==> src/rtl/trace_arbiter.sv <==
// trace_arbiter: merges per-stage trace pulses through per-source FIFOs into one round-robin valid/ready stream
module trace_arbiter #(
   parameter int NUM_SOURCES = 3,
   parameter int FIFO_DEPTH = 4,
   parameter type trace_format = int
) (
   input  logic                           clk,
   input  logic                           rst,
   input  logic [NUM_SOURCES-1:0]         src_valid,
   input  trace_format                    src_data [NUM_SOURCES],
   input  logic                           trace_ready,
   input  logic                           clear_overflow,
   output logic                           trace_valid,
   output trace_format                    trace_data,
   output logic [$clog2(NUM_SOURCES)-1:0] trace_src,
   output logic [NUM_SOURCES-1:0]         overflow,
   output logic [15:0]                    drop_count
);
   localparam int SW = $clog2(NUM_SOURCES);
   localparam int AW = $clog2(FIFO_DEPTH);
   localparam int CW = AW + 1;
   trace_format mem [NUM_SOURCES][FIFO_DEPTH];
   logic [AW-1:0] rd_ptr [NUM_SOURCES];
   logic [AW-1:0] wr_ptr [NUM_SOURCES];
   logic [CW-1:0] count [NUM_SOURCES];
   logic [SW-1:0] rr_ptr, gnt;
   logic found, load;
   logic [NUM_SOURCES-1:0] pop, push, drop;
   logic [15:0] ndrop;
   logic [16:0] drop_sum;
   always_comb begin
      load = !trace_valid || trace_ready;
      found = 1'b0;
      gnt = '0;
      pop = '0;
      push = '0;
      drop = '0;
      ndrop = '0;
      for (int k = NUM_SOURCES - 1; k >= 0; k--) begin
         int j;
         j = int'(rr_ptr) + k;
         j = (j >= NUM_SOURCES) ? j - NUM_SOURCES : j;
         if (count[j] != '0) begin
            found = 1'b1;
            gnt = SW'(j);
         end
      end
      for (int i = 0; i < NUM_SOURCES; i++) begin
         pop[i] = load && found && gnt == SW'(i);
         push[i] = src_valid[i] && (count[i] != CW'(FIFO_DEPTH) || pop[i]);
         drop[i] = src_valid[i] && !push[i];
         ndrop = ndrop + 16'(drop[i]);
      end
      drop_sum = {1'b0, clear_overflow ? 16'h0 : drop_count} + {1'b0, ndrop};
   end
   always_ff @(posedge clk)
      for (int i = 0; i < NUM_SOURCES; i++)
         if (push[i]) mem[i][wr_ptr[i]] <= src_data[i];
   always_ff @(posedge clk or posedge rst)
      if (rst) begin
         trace_valid <= 1'b0;
         trace_data <= '0;
         trace_src <= '0;
         overflow <= '0;
         drop_count <= '0;
         rr_ptr <= '0;
         for (int i = 0; i < NUM_SOURCES; i++) begin
            rd_ptr[i] <= '0;
            wr_ptr[i] <= '0;
            count[i] <= '0;
         end
      end else begin
         if (load) begin
            trace_valid <= found;
            if (found) begin
               trace_data <= mem[gnt][rd_ptr[gnt]];
               trace_src <= gnt;
               rr_ptr <= (gnt == SW'(NUM_SOURCES - 1)) ? '0 : gnt + 1'b1;
            end
         end
         for (int i = 0; i < NUM_SOURCES; i++) begin
            rd_ptr[i] <= rd_ptr[i] + AW'(pop[i]);
            wr_ptr[i] <= wr_ptr[i] + AW'(push[i]);
            count[i] <= count[i] + CW'(push[i]) - CW'(pop[i]);
         end
         overflow <= (clear_overflow ? '0 : overflow) | drop;
         drop_count <= drop_sum[16] ? 16'hFFFF : drop_sum[15:0];
      end
endmodule

==> config.mk <==
export PLATFORM = sky130hd
export DESIGN_NAME = trace_arbiter
export DESIGN_NICKNAME = d
export VERILOG_FILES = /design/src/rtl/trace_arbiter.sv
export SDC_FILE = /design/constraint.sdc
export NUM_CORES = 1
export LEC_CHECK = 0
export ABC_AREA = 0
export CAP_MARGIN = 20
export CORE_UTILIZATION = 25
export CTS_CLUSTER_SIZE = 8
export DETAILED_ROUTE_END_ITERATION = 16
export GPL_TIMING_DRIVEN = 0
export SLEW_MARGIN = 5
export SYNTH_ARGS = -nofsm -noshare
export SYNTH_HDL_FRONTEND = slang
export SYNTH_SLANG_ARGS = --single-unit
==> constraint.sdc <==
create_clock -name clk -period 5.17 [get_ports clk]
set_input_delay 1.034 -clock clk [delete_from_list [all_inputs] [get_ports clk]]
set_output_delay 1.034 -clock clk [all_outputs]
set_load 0.01 [all_outputs]
==> impl_metrics.tcl <==
set metrics [dict create \
    firstDrtPassIters 5 \
    layout-drive-gt1-share_pct 12.5 \
    nFillCells 6891 \
    grt.total_usage_pct 15.8 \
    hold_slack_ns 0.469 \
    grt_max_degree 53 \
    rows 98 \
    finalCritPeriodShare_pct 94.9 \
    fin_setup_tns_ns 0 \
    clock_skew_ns 0.0192 \
    synth_edf_count 384 \
    outcome "finished, final reports clean" \
    drtIter0Drc 1282 \
    grt_pass1_vias 12000 \
    cp_max_fo 9 \
    syn_avg_cell_area_um2 15.7 \
    grt_pass1_wl_um 84400 \
    reg2regPathDepth 22 \
    vias 11900 \
    ys_ff_latch 461 \
    io_pins 157 \
    nets 1537 \
    clk_pin_slew_worst_paths_ns 0.05 \
    viasPerCell 4.93 \
    fp.dieW_um 271 \
    antenna_left 0 \
    drt_wl_total_um 58500 \
    finalInstanceArea_um2 23400 \
    critPathArrivalTime_ns 5.40 \
    start_util_pct 25.2 \
    path_buf_inv 5 \
    critPathCaptureType "flip-flop" \
    synth_flop_cell "edfxtp_1" \
    maxCapViolations 0 \
    die-area_um2 73200 \
    min_path_cells 2 \
    grt-ovfl-total 0 \
    fmax_ghz 0.204 \
    tightestPinTransition_ns 0.911 \
    synth.top_cell.area_share_pct 63.9 \
    slowest_stage "fa_1" \
    post-route-min-period_ns 4.91 \
    leakage_nw 8.03 \
    slew_violations 0 \
    cts-hold-fix-buffers 0 \
    final_cell_count_no_fill 2406 \
    hp-class "reg -> reg" \
    io_buffer_count 156 \
    cts_sinks 461 \
    syn_area_um2 18000 \
    cts_tree "yes" \
    coreArea_um2 71500 \
    drc 0 \
    netlist_instances 1148 \
    p_per_area_nw_per_um2 730 \
    cp_num_cells 22 \
    hpwlAfterDp_um 40300 \
    dp_cells 2284 \
    yosysTopAreaCell "edfxtp_1" \
    critPathRequiredTime_ns 5.66 \
    antenna_found_initial 4 \
    crit_path_max_incr_delay_ns 0.51 \
    start_kind "flip-flop" \
    peakVddDrop_mv 0.423 \
    crit_family "simple AND/OR/NAND/NOR gates" \
    crit_path_cell_trace "inv_1 > ha_1 > clkbuf_4 > or4_4 > a22o_1 > a211o_1 > a21boi_4 > buf_8 > nand2b_2 > nand3_2 > nor2_1 > fa_1 > ha_1 > inv_1 > fa_1 > nor2b_2 > nand4_1 > or2_4 > nor2b_2 > nand4_1 > buf_2 > o21ai_0" \
    insertion_delay_ns 0.59 \
    synth_fp_nets 1273 \
    die_h_um 271 \
    cts_buffers 67 \
    ctsLongestPathBuffers 3 \
    maxSlewHeadroom_pct 39.2 \
    yosys.cell_types.count 58 \
    yosys_warnings 0 \
    setup_viol 0 \
    htree_num_levels 3 \
    seq_area_frac_synth_pct 74.6 \
    root_buffer "clkbuf_16" \
    critPathKind "reg -> reg" \
    ys_async_sr_fraction_pct 16.7 \
    hold_viol 0 \
    synthToLayoutAreaGrowth_pct 29.8 \
    place_area_um2 21200 \
    gp_congestion 0.790 \
    wl_per_cell_um 24.3 \
    synth.area.top_cells "edfxtp_1 64%, dfrtp_1 11%, a22o_1 2.8%" \
]
worst min-delay path, stage by stage, from the launching register on:
cell and delay [ns]:
dfrtp_1 0.34, nand2_1 0.05, nand2_1 0.05
worst paths after layout:
kind / start / end / slack [ns]
min reg2reg: trace_src[1] / trace_src[1] / 0.47
min in group asynchronous: rst / drop_count[10] / 0.82
max reg2reg: rr_ptr[1] / drop_count[7] / 0.26
max in group asynchronous: rst / trace_data[11] / 3.70
min: trace_src[1] / trace_src[1] / 0.47
max: rr_ptr[1] / drop_count[7] / 0.26
per-layer routing:
metal  up-vias  global-route usage [%]  wire length (um)
li1       5113                       -                 -
met1      6063                    21.2             24900
met2       588                    25.6             27800
met3        86                    3.65              4630
met4         4                    3.93              1100
met5         -                       0                24
registers in the layout (all words and copies together), names as in the netlist:
signal and flops:
rd_ptr 6, trace_valid 1, count 9, trace_src 2
mem 384, drop_count 16, trace_data 32, overflow 3
wr_ptr 6, rr_ptr 2
power breakdown:
group,total [mW],switching (mW),internal [mW],leakage [nW]
clock network,4.05,1.57,2.48,0.930
logic,7.59,4.93,2.67,2.62
registers,5.44,0.435,5.01,4.48
total,17.1,6.93,10.2,8.03
placed cells by master (no fill, tap or decap), types with 31 or more instances in the layout:
master           synthesis  final
nand2_1                 94     94
dfrtp_1                 77     77
clkbuf_1                38     74
clkdlybuf4s50_1          0    156
a211oi_1                52     51
a31oi_1                 31     31
a22o_1                  58     58
edfxtp_1               384    384
a22oi_1                 64     64
clkbuf_16                0     69
inv_1                   35     34
what timing repair did:
action / 4_1_cts / 5_1_grt
setup endpoints to repair: 16 / 14
pin swaps: 2 / 1
cloned: 0 / 1
gates resized for setup: 10 / 23
setup buffers: 5 / 4
synth_stat cells, drive strengths merged (3+ instances only):
master / instances
nor2b: 6
ha: 17
a21o: 4
inv: 36
a22oi: 64
nand2b: 30
a22o: 58
a211oi: 52
o211a: 3
xor2: 9
buf: 31
fa: 5
a311oi: 25
and3: 7
nor3b: 4
nand3: 15
clkbuf: 38
a32o: 6
nor4: 3
edfxtp: 384
a2111oi: 7
a21oi: 17
nor2: 22
o211ai: 6
a31oi: 31
dfrtp: 77
o21ai: 13
nand4: 3
a221o: 27
nand2: 94
xnor2: 13
or3: 6
a221oi: 7
nor3: 11
per-stage QoR:
step           setup slack (ns)  utilization (%)  power, mW
6_report                  0.265             32.7       17.1
2_1_floorplan           0.00637                -       9.63
4_1_cts                  0.0316             32.5       17.0
3_5_place_dp             -0.707             29.7       12.8
5_1_grt                -0.00956             32.7       17.9
3_3_place_gp              -3.42             29.1       12.5
logic make-up after synthesis:
group                      synth area share [%]
muxes                                    0.0555
xor gates and xnor gates                   1.07
buffers and inverters                      2.41
and+or+nand+nor                            5.70
AOI/OAI and AO/OA                          14.4
DFF                                        74.6
adders and majority gates                  1.73
area by class of cell:
class	instances	area (um2)	area share, %
Sequential cell	461	13500	57.5
Multi-Input combinational cell	582	4330	18.5
Timing Repair Buffer	196	2030	8.65
Clock buffer	108	1880	8.05
Tap cell	950	1190	5.08
Buffer	68	317	1.35
Inverter	36	138	0.588
Clock inverter	4	63.8	0.273
Antenna cell	1	2.50	0.0107
Power figures use the tool's default switching activity.
